### config.mk
export PLATFORM = sky130hd
export DESIGN_NAME = id_stage
export DESIGN_NICKNAME = d
export VERILOG_FILES = /design/src/rtl/id_stage_pkg.sv /design/src/rtl/id_stage_regfile.sv /design/src/rtl/id_stage.sv
export SDC_FILE = /design/constraint.sdc
export NUM_CORES = 2
export LEC_CHECK = 0
export ABC_CLOCK_PERIOD_IN_PS = 2150
export BUFFER_PORTS_ARGS = -buffer_cell sky130_fd_sc_hd__buf_2
export CORE_MARGIN = 2
export CORE_UTILIZATION = 30
export DETAILED_ROUTE_END_ITERATION = 10
export PLACE_DENSITY = 0.53
export SYNTH_ARGS = -nofsm -noshare
export SYNTH_HDL_FRONTEND = slang
export SYNTH_SLANG_ARGS = --single-unit
export TNS_END_PERCENT = 10
### constraint.sdc
create_clock -name clk -period 2.15 [get_ports clk]
set_input_delay 0.43 -clock clk [delete_from_list [all_inputs] [get_ports clk]]
set_output_delay 0.43 -clock clk [all_outputs]
set_load 0.02 [all_outputs]
### src/rtl/id_stage_pkg.sv
`default_nettype none
// +----------------------------------------------------------------------+
// | id_stage_pkg : RV32I decode constants, ID/EX entry type, imm helpers  |
// | Rev 1.0                                                               |
// +----------------------------------------------------------------------+
package id_stage_pkg;

  localparam int OPCODE_SIZE  = 7;
  localparam int FUNCT3_SIZE  = 3;
  localparam int FUNCT7_SIZE  = 7;
  localparam int WD_SIZE      = 32;
  localparam int REG_IDX_SIZE = 5;

  localparam logic [OPCODE_SIZE-1:0] OPCODE_OP = 7'b0110011;
  localparam logic [OPCODE_SIZE-1:0] OPCODE_IM = 7'b0010011;
  localparam logic [OPCODE_SIZE-1:0] OPCODE_LD = 7'b0000011;
  localparam logic [OPCODE_SIZE-1:0] OPCODE_ST = 7'b0100011;
  localparam logic [OPCODE_SIZE-1:0] OPCODE_BR = 7'b1100011;
  localparam logic [OPCODE_SIZE-1:0] OPCODE_JM = 7'b1101111;

  typedef enum logic [2:0] {
    IMM_NONE = 3'd0,
    IMM_I    = 3'd1,
    IMM_S    = 3'd2,
    IMM_B    = 3'd3,
    IMM_J    = 3'd4
  } imm_fmt_e;

  typedef struct packed {
    logic [OPCODE_SIZE-1:0]  opcode;
    logic [FUNCT3_SIZE-1:0]  funct3;
    logic [FUNCT7_SIZE-1:0]  funct7;
    logic [WD_SIZE-1:0]      op1;
    logic [WD_SIZE-1:0]      op2;
    logic [WD_SIZE-1:0]      imm;
    logic [WD_SIZE-1:0]      pc;
    logic [REG_IDX_SIZE-1:0] rd;
    logic                    we;
    logic                    illegal;
  } ex_entry_t;

  function automatic imm_fmt_e imm_fmt_of(input logic [OPCODE_SIZE-1:0] opcode);
    imm_fmt_e fmt;
    case (opcode)
      OPCODE_IM, OPCODE_LD: fmt = IMM_I;
      OPCODE_ST:            fmt = IMM_S;
      OPCODE_BR:            fmt = IMM_B;
      OPCODE_JM:            fmt = IMM_J;
      default:              fmt = IMM_NONE;
    endcase
    return fmt;
  endfunction

  function automatic logic [WD_SIZE-1:0] imm_gen(input logic [31:0] inst,
                                                  input imm_fmt_e    fmt);
    logic [WD_SIZE-1:0] imm;
    case (fmt)
      IMM_I:   imm = {{20{inst[31]}}, inst[31:20]};
      IMM_S:   imm = {{20{inst[31]}}, inst[31:25], inst[11:7]};
      IMM_B:   imm = {{19{inst[31]}}, inst[31], inst[7], inst[30:25], inst[11:8], 1'b0};
      IMM_J:   imm = {{11{inst[31]}}, inst[31], inst[19:12], inst[20], inst[30:21], 1'b0};
      default: imm = '0;
    endcase
    return imm;
  endfunction

  function automatic logic is_legal(input logic [OPCODE_SIZE-1:0] opcode);
    return (opcode == OPCODE_OP) || (opcode == OPCODE_IM) || (opcode == OPCODE_LD) ||
           (opcode == OPCODE_ST) || (opcode == OPCODE_BR) || (opcode == OPCODE_JM);
  endfunction

  function automatic logic writes_rd(input logic [OPCODE_SIZE-1:0] opcode);
    return (opcode == OPCODE_OP) || (opcode == OPCODE_IM) ||
           (opcode == OPCODE_LD) || (opcode == OPCODE_JM);
  endfunction

endpackage
`default_nettype wire

### src/rtl/id_stage_regfile.sv
`default_nettype none
// +----------------------------------------------------------------------+
// | id_stage_regfile : 2R/1W register file, async read, x0 hardwired 0   |
// | Rev 1.0                                                               |
// +----------------------------------------------------------------------+
module id_stage_regfile #(
  parameter int NREGS = 32,
  parameter int WIDTH = 32,
  parameter int IDX_W = $clog2(NREGS)
) (
  input  logic             clk,
  input  logic             reset,
  input  logic [IDX_W-1:0] raddr1_i,
  input  logic [IDX_W-1:0] raddr2_i,
  output logic [WIDTH-1:0] rdata1_o,
  output logic [WIDTH-1:0] rdata2_o,
  input  logic             we_i,
  input  logic [IDX_W-1:0] waddr_i,
  input  logic [WIDTH-1:0] wdata_i
);

  logic [WIDTH-1:0] regs_q [NREGS];

  generate
    for (genvar i = 0; i < NREGS; i++) begin : g_regs
      if (i == 0) begin : g_zero
        assign regs_q[i] = '0;
      end else begin : g_reg
        always_ff @(posedge clk) begin
          if (reset) begin
            regs_q[i] <= '0;
          end else if (we_i && (waddr_i == IDX_W'(i))) begin
            regs_q[i] <= wdata_i;
          end
        end
      end
    end
  endgenerate

  assign rdata1_o = regs_q[raddr1_i];
  assign rdata2_o = regs_q[raddr2_i];

endmodule
`default_nettype wire

### src/rtl/id_stage.sv
`default_nettype none
// +----------------------------------------------------------------------+
// | id_stage : RV32I decode/issue stage feeding the ID/EX register       |
// | Rev 1.0                                                               |
// +----------------------------------------------------------------------+
module id_stage
  import id_stage_pkg::*;
#(
  parameter int                 NREGS        = 32,
  parameter logic [WD_SIZE-1:0] RESET_PC_TAG = 32'h0
) (
  input  logic                    clk,
  input  logic                    reset,
  input  logic                    inst_valid_i,
  output logic                    inst_ready_o,
  input  logic [31:0]             inst_i,
  input  logic [WD_SIZE-1:0]      pc_i,
  input  logic                    flush_i,
  input  logic                    wb_we_i,
  input  logic [REG_IDX_SIZE-1:0] wb_rd_i,
  input  logic [WD_SIZE-1:0]      wb_data_i,
  output logic                    ex_valid_o,
  input  logic                    ex_ready_i,
  output logic [OPCODE_SIZE-1:0]  ex_opcode_o,
  output logic [FUNCT3_SIZE-1:0]  ex_funct3_o,
  output logic [FUNCT7_SIZE-1:0]  ex_funct7_o,
  output logic [WD_SIZE-1:0]      ex_op1_o,
  output logic [WD_SIZE-1:0]      ex_op2_o,
  output logic [WD_SIZE-1:0]      ex_imm_se_o,
  output logic [WD_SIZE-1:0]      ex_pc_o,
  output logic [REG_IDX_SIZE-1:0] ex_rd_o,
  output logic                    ex_we_o,
  output logic                    ex_illegal_o
);

  localparam int IDX_W = $clog2(NREGS);

  logic [OPCODE_SIZE-1:0]  w_opcode;
  logic [REG_IDX_SIZE-1:0] w_rs1;
  logic [REG_IDX_SIZE-1:0] w_rs2;
  logic [REG_IDX_SIZE-1:0] w_rd;
  logic [WD_SIZE-1:0]      w_rf_rdata1;
  logic [WD_SIZE-1:0]      w_rf_rdata2;
  logic [WD_SIZE-1:0]      w_rs1_data;
  logic [WD_SIZE-1:0]      w_rs2_data;
  logic                    w_byp1;
  logic                    w_byp2;
  logic                    w_accept;
  ex_entry_t               w_entry;

  logic                    ex_valid_q, ex_valid_d;
  ex_entry_t               ex_q, ex_d;

  assign w_opcode = inst_i[6:0];
  assign w_rd     = inst_i[11:7];
  assign w_rs1    = inst_i[19:15];
  assign w_rs2    = inst_i[24:20];

  id_stage_regfile #(
    .NREGS (NREGS),
    .WIDTH (WD_SIZE)
  ) u_regfile (
    .clk      (clk),
    .reset    (reset),
    .raddr1_i (w_rs1[IDX_W-1:0]),
    .raddr2_i (w_rs2[IDX_W-1:0]),
    .rdata1_o (w_rf_rdata1),
    .rdata2_o (w_rf_rdata2),
    .we_i     (wb_we_i),
    .waddr_i  (wb_rd_i[IDX_W-1:0]),
    .wdata_i  (wb_data_i)
  );

  // Same-cycle write-back beats the array, which only updates at the edge.
  assign w_byp1     = wb_we_i && (wb_rd_i != '0) && (wb_rd_i == w_rs1);
  assign w_byp2     = wb_we_i && (wb_rd_i != '0) && (wb_rd_i == w_rs2);
  assign w_rs1_data = w_byp1 ? wb_data_i : w_rf_rdata1;
  assign w_rs2_data = w_byp2 ? wb_data_i : w_rf_rdata2;

  assign inst_ready_o = !ex_valid_q || ex_ready_i;
  assign w_accept     = inst_valid_i && inst_ready_o && !flush_i;

  always_comb begin
    w_entry         = '0;
    w_entry.opcode  = w_opcode;
    w_entry.funct3  = inst_i[14:12];
    w_entry.funct7  = (w_opcode == OPCODE_OP) ? inst_i[31:25] : '0;
    w_entry.op1     = (w_opcode == OPCODE_JM) ? pc_i : w_rs1_data;
    w_entry.op2     = w_rs2_data;
    w_entry.imm     = imm_gen(inst_i, imm_fmt_of(w_opcode));
    w_entry.pc      = pc_i;
    w_entry.rd      = w_rd;
    w_entry.we      = writes_rd(w_opcode) && (w_rd != '0);
    w_entry.illegal = !is_legal(w_opcode);
  end

  // Payload only moves on accept, so a stalled entry is frozen by construction.
  always_comb begin
    ex_valid_d = ex_valid_q;
    ex_d       = ex_q;
    if (flush_i) begin
      ex_valid_d = 1'b0;
    end else if (w_accept) begin
      ex_valid_d = 1'b1;
      ex_d       = w_entry;
    end else if (ex_ready_i) begin
      ex_valid_d = 1'b0;
    end
  end

  always_ff @(posedge clk) begin
    if (reset) begin
      ex_valid_q <= 1'b0;
      ex_q       <= '0;
      ex_q.pc    <= RESET_PC_TAG;
    end else begin
      ex_valid_q <= ex_valid_d;
      ex_q       <= ex_d;
    end
  end

  assign ex_valid_o   = ex_valid_q;
  assign ex_opcode_o  = ex_q.opcode;
  assign ex_funct3_o  = ex_q.funct3;
  assign ex_funct7_o  = ex_q.funct7;
  assign ex_op1_o     = ex_q.op1;
  assign ex_op2_o     = ex_q.op2;
  assign ex_imm_se_o  = ex_q.imm;
  assign ex_pc_o      = ex_valid_q ? ex_q.pc : RESET_PC_TAG;
  assign ex_rd_o      = ex_q.rd;
  assign ex_we_o      = ex_q.we;
  assign ex_illegal_o = ex_q.illegal;

endmodule
`default_nettype wire

**Yosys cells after proc, flatten, opt, wreduce, memory -nomap -nowiden**

Index checks and enable logic that the tools add are counted.

- Register bits: 1145
- Output and inout port bits: 154
- Logic and storage cells: 158

- $lt $le $gt $ge: 2
- Equality and inequality tests: 43
- Multiplexer cells: 15
- Bitwise operators: 3
- Reduce and logical (&&, ||, !) cells: 53

Operators with widths:

| cell | count |
|---|---|
| 32-bit binary-select mux with 5-bit select | 2 |
| 32-bit two-way mux | 8 |
| 32-bit case mux with 4 select lines | 1 |
| 5-bit == test (second input constant) | 16 |
| 5-bit by 4-bit == test with 1-bit output (second input constant) | 8 |
| 1-bit logical AND | 37 |
| 5-bit by 3-bit == test with 1-bit output (second input constant) | 4 |
| 7-bit by 6-bit == test with 1-bit output (second input constant) | 2 |
| 7-bit == test (second input constant) | 2 |
| 6-bit greater-or-equal comparator (second input constant) | 2 |
| 5-bit NOT with 6-bit output | 2 |
| 3-bit case mux with 4 select lines | 1 |
| 5-bit by 2-bit == test with 1-bit output (second input constant) | 2 |
| 5-bit == test | 2 |
| 5-bit nonzero test | 2 |
| 7-bit by 2-bit == test with 1-bit output (second input constant) | 1 |
| 7-bit by 5-bit == test with 1-bit output (second input constant) | 1 |
| 1-bit logical OR | 7 |
| 7-bit two-way mux | 1 |
| 3-bit by 2-bit == test with 1-bit output (second input constant) | 2 |
| 5-bit by 1-bit == test with 1-bit output (second input constant) | 1 |
| 2-bit OR reduction | 2 |
| 3-bit by 1-bit == test with 1-bit output (second input constant) | 1 |
| 3-bit == test (second input constant) | 1 |
| other kinds (5) | 8 |

**Logic depth before layout (Yosys ltp)**

- Depth in word-level cells: 7
- Depth in mapped cells: 9
- Mapped depth without buffers: 5

**By module**

A second synthesis with hierarchy kept.

- Cell total of the unflattened synthesis: 7570
- Area total of the unflattened synthesis: 59417.0 um^2

By module, submodules not included:

| module | instances | cells an instance | area each (um^2) | seq. area each (um^2) |
|---|---|---|---|---|
| id_stage_regfile | 1 | 6580 | 51292.9 | 19859.0 |
| id_stage | 1 | 990 | 8124.0 | 2842.7 |

**Least setup slack after synthesis**

No wires, ideal clock.

- Path kind: in2reg
- Start: input port inst_i[20]
- End: register ex_q (netlist bit ex_op2_o[1])
- Arrival time: 2.152 ns
- Path slack: -0.128 ns
- Cell stages on the path: 6
- Path through: buf_2 buf_1 mux4_2 mux2_2 o211ai_1 nand3_1

- Word-level cells in the longest chain between the ends: 5
- Elaborated cells between the ends (all ways): 7
- Classes of those cells: 1 x eq/ne; 4 x mux; 1 x bitwise; 1 x reduce/logical

RTL lines:

| element | line | text |
|---|---|---|
| start: declaration | id_stage.sv:16 | `input logic [31:0] inst_i,` |
| 5-bit NOT with 6-bit output (not written as such) | id_stage_regfile.sv:41 | `assign rdata2_o = regs_q[raddr2_i];` |
| 32-bit binary-select mux with 5-bit select | id_stage_regfile.sv:41 |  |
| 32-bit two-way mux (not written as such) (2 in series) | id_stage_regfile.sv:41 |  |
| 32-bit two-way mux (*) | id_stage.sv:78 | `assign w_rs2_data = w_byp2 ? wb_data_i : w_rf_rdata2;` |
| end: declaration | id_stage.sv:52 | `ex_entry_t ex_q, ex_d;` |

Mark *: on every way between the ends. The rest lies on a longest branch, timed or not. The select of a mux whose other input is x is not followed.
A chain may end at the register's enable or synchronous reset.

**Worst setup path in the final report**

- Start: register ex_q (netlist bit ex_op2_o[15])
- End: output port ex_op2_o[15]

RTL lines:

| element | line | text |
|---|---|---|
| end: declaration | id_stage.sv:28 | `output logic [WD_SIZE-1:0] ex_op2_o,` |

No word-level cell between the ends.

==> results.txt <==
----------------------------------------------------
[Global route]
  Global-route wire length before repair ... 368000 um
  Busiest metal layer after global routing ... met2
  Number of antenna violations at the first check in global routing ... 20
  Pin count of the biggest net entering global routing ... 193
  GR Layer Usage met2 ... 0.393
  Fraction of met1 tracks used by global routing ... 0.333
  Global routing usage summed across all routing layers ... 0.258
  Number of global-route vias before repair ... 51300
  Global-route congestion overflow total ... 0
  Met3 global-route usage ... 0.0573

[Pwr]
  Max VDD drop ... 0.651 mV
  Total power of the final layout ... 0.0508 W
  Static Leakage ... 24.7 nW
  Power density relative to cell area ... 725 mW/mm^2

[Yosys]
  Area fraction in compound gates after synthesis ... 0.152
  Synth Area in Adders ... 0
  Multiplexer share of the synthesized area ... 0.203
  Number of storage elements in the synthesis netlist ... 1134
  Share of synthesized cell area in and, or, nand and nor gates ... 0.181
  Synthesized cell area ... 0.0573 sq mm
  Cell count after synthesis ... 6804
  Distinct cells, synth ... 53
  Most used DFF post-synth ... sky130_fd_sc_hd__dfxtp_1
  Post-synthesis xor/xnor area fraction ... 0.00153
  Net count after synthesis ... 6911
  Post-synthesis sequential area ratio ... 0.396
  Count of synthesis-stage warnings from yosys ... 0
  Post-synthesis area per instance ... 8.42 sq um
  Number of enable-type register cells in the synthesized netlist ... 0
  Proportion of synthesized flip-flops having asynchronous set or reset ... 0
  Main combinational cell family by area after synthesis ... multiplexers

[STA]
  Post-route minimum period ... 2150 ps
  Final worst setup slack ... -0.674 ps
  Worst setup skew after layout ... 32.3 ps
  Unrepaired setup endpoints after global routing ... yes
  Slew HR ... 0.238
  Final count of pins violating max slew ... 0
  Fmax achieved ... 0.465 GHz
  Period utilisation layout ... 1.00
  Actual slew at the worst max-slew pin ... 1140 ps
  Hold Vio Cnt, Final ... 0
  Setup violators final ... 1

[Drt]
  Number of vias after detailed routing ... 54700
  Final ANT Viol Nets ... 0
  Number of iterations in the first detailed-routing pass ... 6
  Violation count after the first detailed-routing iteration ... 6804
  Final routed DRC violation total ... 0
  Detailed-route wire length ... 259000 um
  Wire length per cell ... 26.8 um
  Ratio of routed vias to standard cells ... 5.67

[Finish]
  Total area of multi-input combinational cells ... 0.0311 sq mm
  Number of nets in the layout ... 7134
  Layout cells sized above 1 ... 0.224
  Area growth syn-to-layout ... 22.4%
  Total of fill cells in the finished design ... 19100
  Leading cell types in the layout, fill and taps excluded ... 2207 x sky130_fd_sc_hd__nand2_1, 1130 x sky130_fd_sc_hd__dfxtp_1, 1098 x sky130_fd_sc_hd__a21oi_1, 465 x sky130_fd_sc_hd__buf_4, 359 x sky130_fd_sc_hd__mux4_2
  Summed area of non-filler cells in the final layout ... 0.0701 sq mm
  Most common cell after layout, fill and taps aside ... sky130_fd_sc_hd__nand2_1
  Sequential cell area ... 0.0227 sq mm

[Setup path]
  Slowest cell on crit path ... sky130_fd_sc_hd__dfxtp_1
  Cell-by-cell trace of the critical path ... buf_2
  Launching point of the worst reg2reg path ... ex_valid_o$_SDFFE_PP0P_
  Startpoint type of the worst setup path ... flip-flop
  CP endpoint kind ... primary output
  Launching instance or port of the critical path ... ex_op2_o[15]$_SDFFE_PP0P_
  CP max FO ... 2
  Worst path arrival time ... 1720 ps
  Slowest cell delay on critical path ... 650 ps
  Class of the most critical setup path ... reg -> out
  Cell class contributing the biggest share of worst-path delay ... flip-flops
  Crit path buf inv count ... 1
  WP data required ... 1720 ps

[Clock tree]
  Number of buffers inserted during clock tree synthesis ... 134
  Clock root cell ... sky130_fd_sc_hd__clkbuf_16
  Clock tree from TritonCTS ... done
  Post-CTS setup buffer count ... 0
  Deepest clock path buffer count ... 3
  Post-CTS clock slew at the launch and capture registers of the worst setup and hold paths ... 60 ps
  Sinks on the clock net ... 1134
  H-Tree Level Count ... 4
  Later-pin clock latency in the skew report ... 810 ps

[Status]
  Failing checks ... setup timing
  Status ... finished, violations left

[Placed design]
  Setup slack at placement ... -374 ps
  Cell area after placement ... 0.0649 sq mm
  Gpl congestion ... 0.961
  IO Port Bufs ... 260
  DP HPWL ... 171000 um

[Floorplan]
  Core region area ... 0.190 sq mm
  Number of placement rows ... 160
  Number of top-level design ports ... 261
  Die ar. ... 0.194 sq mm
  Effective utilization at floorplan ... 0.301
  Die Y ... 441 um
  Horizontal die dimension ... 441 um

[Flow run]
  Max Cap Violations ... 0

[Min path]
  Hold path startpoint ... inst_i[6]
  Hold/Removal Path Class ... in -> reg

----------------------------------------------------
routing by layer:
layer	wire (um)	up-vias	share of wire
li1	-	24000	-
met1	102000	27000	0.39
met2	115000	3015	0.44
met3	25600	682	0.099
met4	16400	6	0.063
met5	42	-	0.00016
cell usage after synthesis (3+ instances only):
cell                       instances  area [sq um]
sky130_fd_sc_hd__a22o_1           32           280
sky130_fd_sc_hd__or2_2             9          56.3
sky130_fd_sc_hd__a21o_1            6          45.0
sky130_fd_sc_hd__a22oi_1          32           240
sky130_fd_sc_hd__a311oi_1         29           254
sky130_fd_sc_hd__a221oi_1        105           920
sky130_fd_sc_hd__clkbuf_1        570          2140
sky130_fd_sc_hd__and2_1           64           400
sky130_fd_sc_hd__nor3_1           69           345
sky130_fd_sc_hd__o21a_1            5          37.5
sky130_fd_sc_hd__mux2i_1         243          2430
sky130_fd_sc_hd__mux2_2           97          1090
sky130_fd_sc_hd__mux4_2          359          8090
sky130_fd_sc_hd__o32ai_1           5          43.8
sky130_fd_sc_hd__nand2b_1          9          56.3
sky130_fd_sc_hd__nand4_1           5          31.3
sky130_fd_sc_hd__o22ai_1         118           738
sky130_fd_sc_hd__buf_4           132           991
sky130_fd_sc_hd__nor3b_1           5          37.5
sky130_fd_sc_hd__xor2_1            3          26.3
sky130_fd_sc_hd__o21ai_1           8          40.0
sky130_fd_sc_hd__o211ai_1         32           240
sky130_fd_sc_hd__a21oi_1        1099          5500
sky130_fd_sc_hd__nor2b_1          43           269
sky130_fd_sc_hd__nand2_1        2208          8290
sky130_fd_sc_hd__nor2_1           83           312
sky130_fd_sc_hd__xnor2_1           7          61.3
sky130_fd_sc_hd__a31oi_1           3          18.8
sky130_fd_sc_hd__o21ai_0          58           290
sky130_fd_sc_hd__clkbuf_2         30           150
sky130_fd_sc_hd__buf_1            24          90.1
sky130_fd_sc_hd__or4_1            29           218
sky130_fd_sc_hd__buf_2            71           355
sky130_fd_sc_hd__nand3_1          56           280
sky130_fd_sc_hd__dfxtp_1        1134         22700
power by group:
| part | internal, W | switching, W | leakage (nW) |
|---|---|---|---|
| Sequential | 0.0213 | 0.000238 | 9.16 |
| Clock | 0.0140 | 0.00998 | 2.25 |
| Combinational | 0.00191 | 0.00342 | 13.3 |
| Total | 0.0372 | 0.0136 | 24.7 |
layout make-up:
type,count,area share
multi-input combinational,4840,0.444
antenna,14,0.000500
clock buffer,189,0.0558
sequential,1134,0.324
inverter,2,0.000107
tap,2511,0.0448
timing repair buffer,915,0.121
clock inverter,46,0.00942
worst min-delay path, stage by stage:
cell	delay (ps)
sky130_fd_sc_hd__buf_2	130
sky130_fd_sc_hd__buf_4	150
sky130_fd_sc_hd__nand2_1	60
sky130_fd_sc_hd__a21oi_1	50
registers in the layout, summed over array words and instances, names as in the netlist:
name	count
ex_funct7_o	7
ex_we_o	1
ex_q	32
ex_rd_o	5
ex_op1_o	32
ex_funct3_o	3
ex_imm_se_o	21
ex_illegal_o	1
ex_opcode_o	7
ex_valid_o	1
u_regfile.regs_q	992
ex_op2_o	32
cells by family after synthesis:
kind of cell	count (synthesis)
multiplexers	699
AND/OR/NAND/NOR	2592
flip-flops	1134
AO/OA/AOI/OAI	1539
buffers and inverters	830
XOR/XNOR	10
per-stage QoR:
stage	setup TNS (ps)	hold slack [ps]	utilization	std cells
2_1_floorplan	-2320	432	-	6804
3_3_place_gp	-16190	436	0.342	9350
3_5_place_dp	-17660	442	0.342	9350
4_1_cts	0	23.8	0.369	9637
5_1_grt	-192	71.3	0.369	9647
6_report	-0.674	63.8	0.369	9651
worst paths after layout:
path	to	slack (ps)	cells after the start
max	ex_op2_o[15]	-0.7	1
min reg2reg	ex_imm_se_o[9]$_SDFFE_PP0P_	450	2
min	ex_opcode_o[6]$_SDFFE_PP0P_	60	4
max reg2reg	ex_op1_o[9]$_SDFFE_PP0P_	160	6
what timing repair did:
action,CTS,global route
hold buffers,52,0
hold endpoints to repair,62,0
setup endpoints to repair,34,34
gates resized for setup,7,26
No activity file was read; power rests on OpenSTA's default activity.
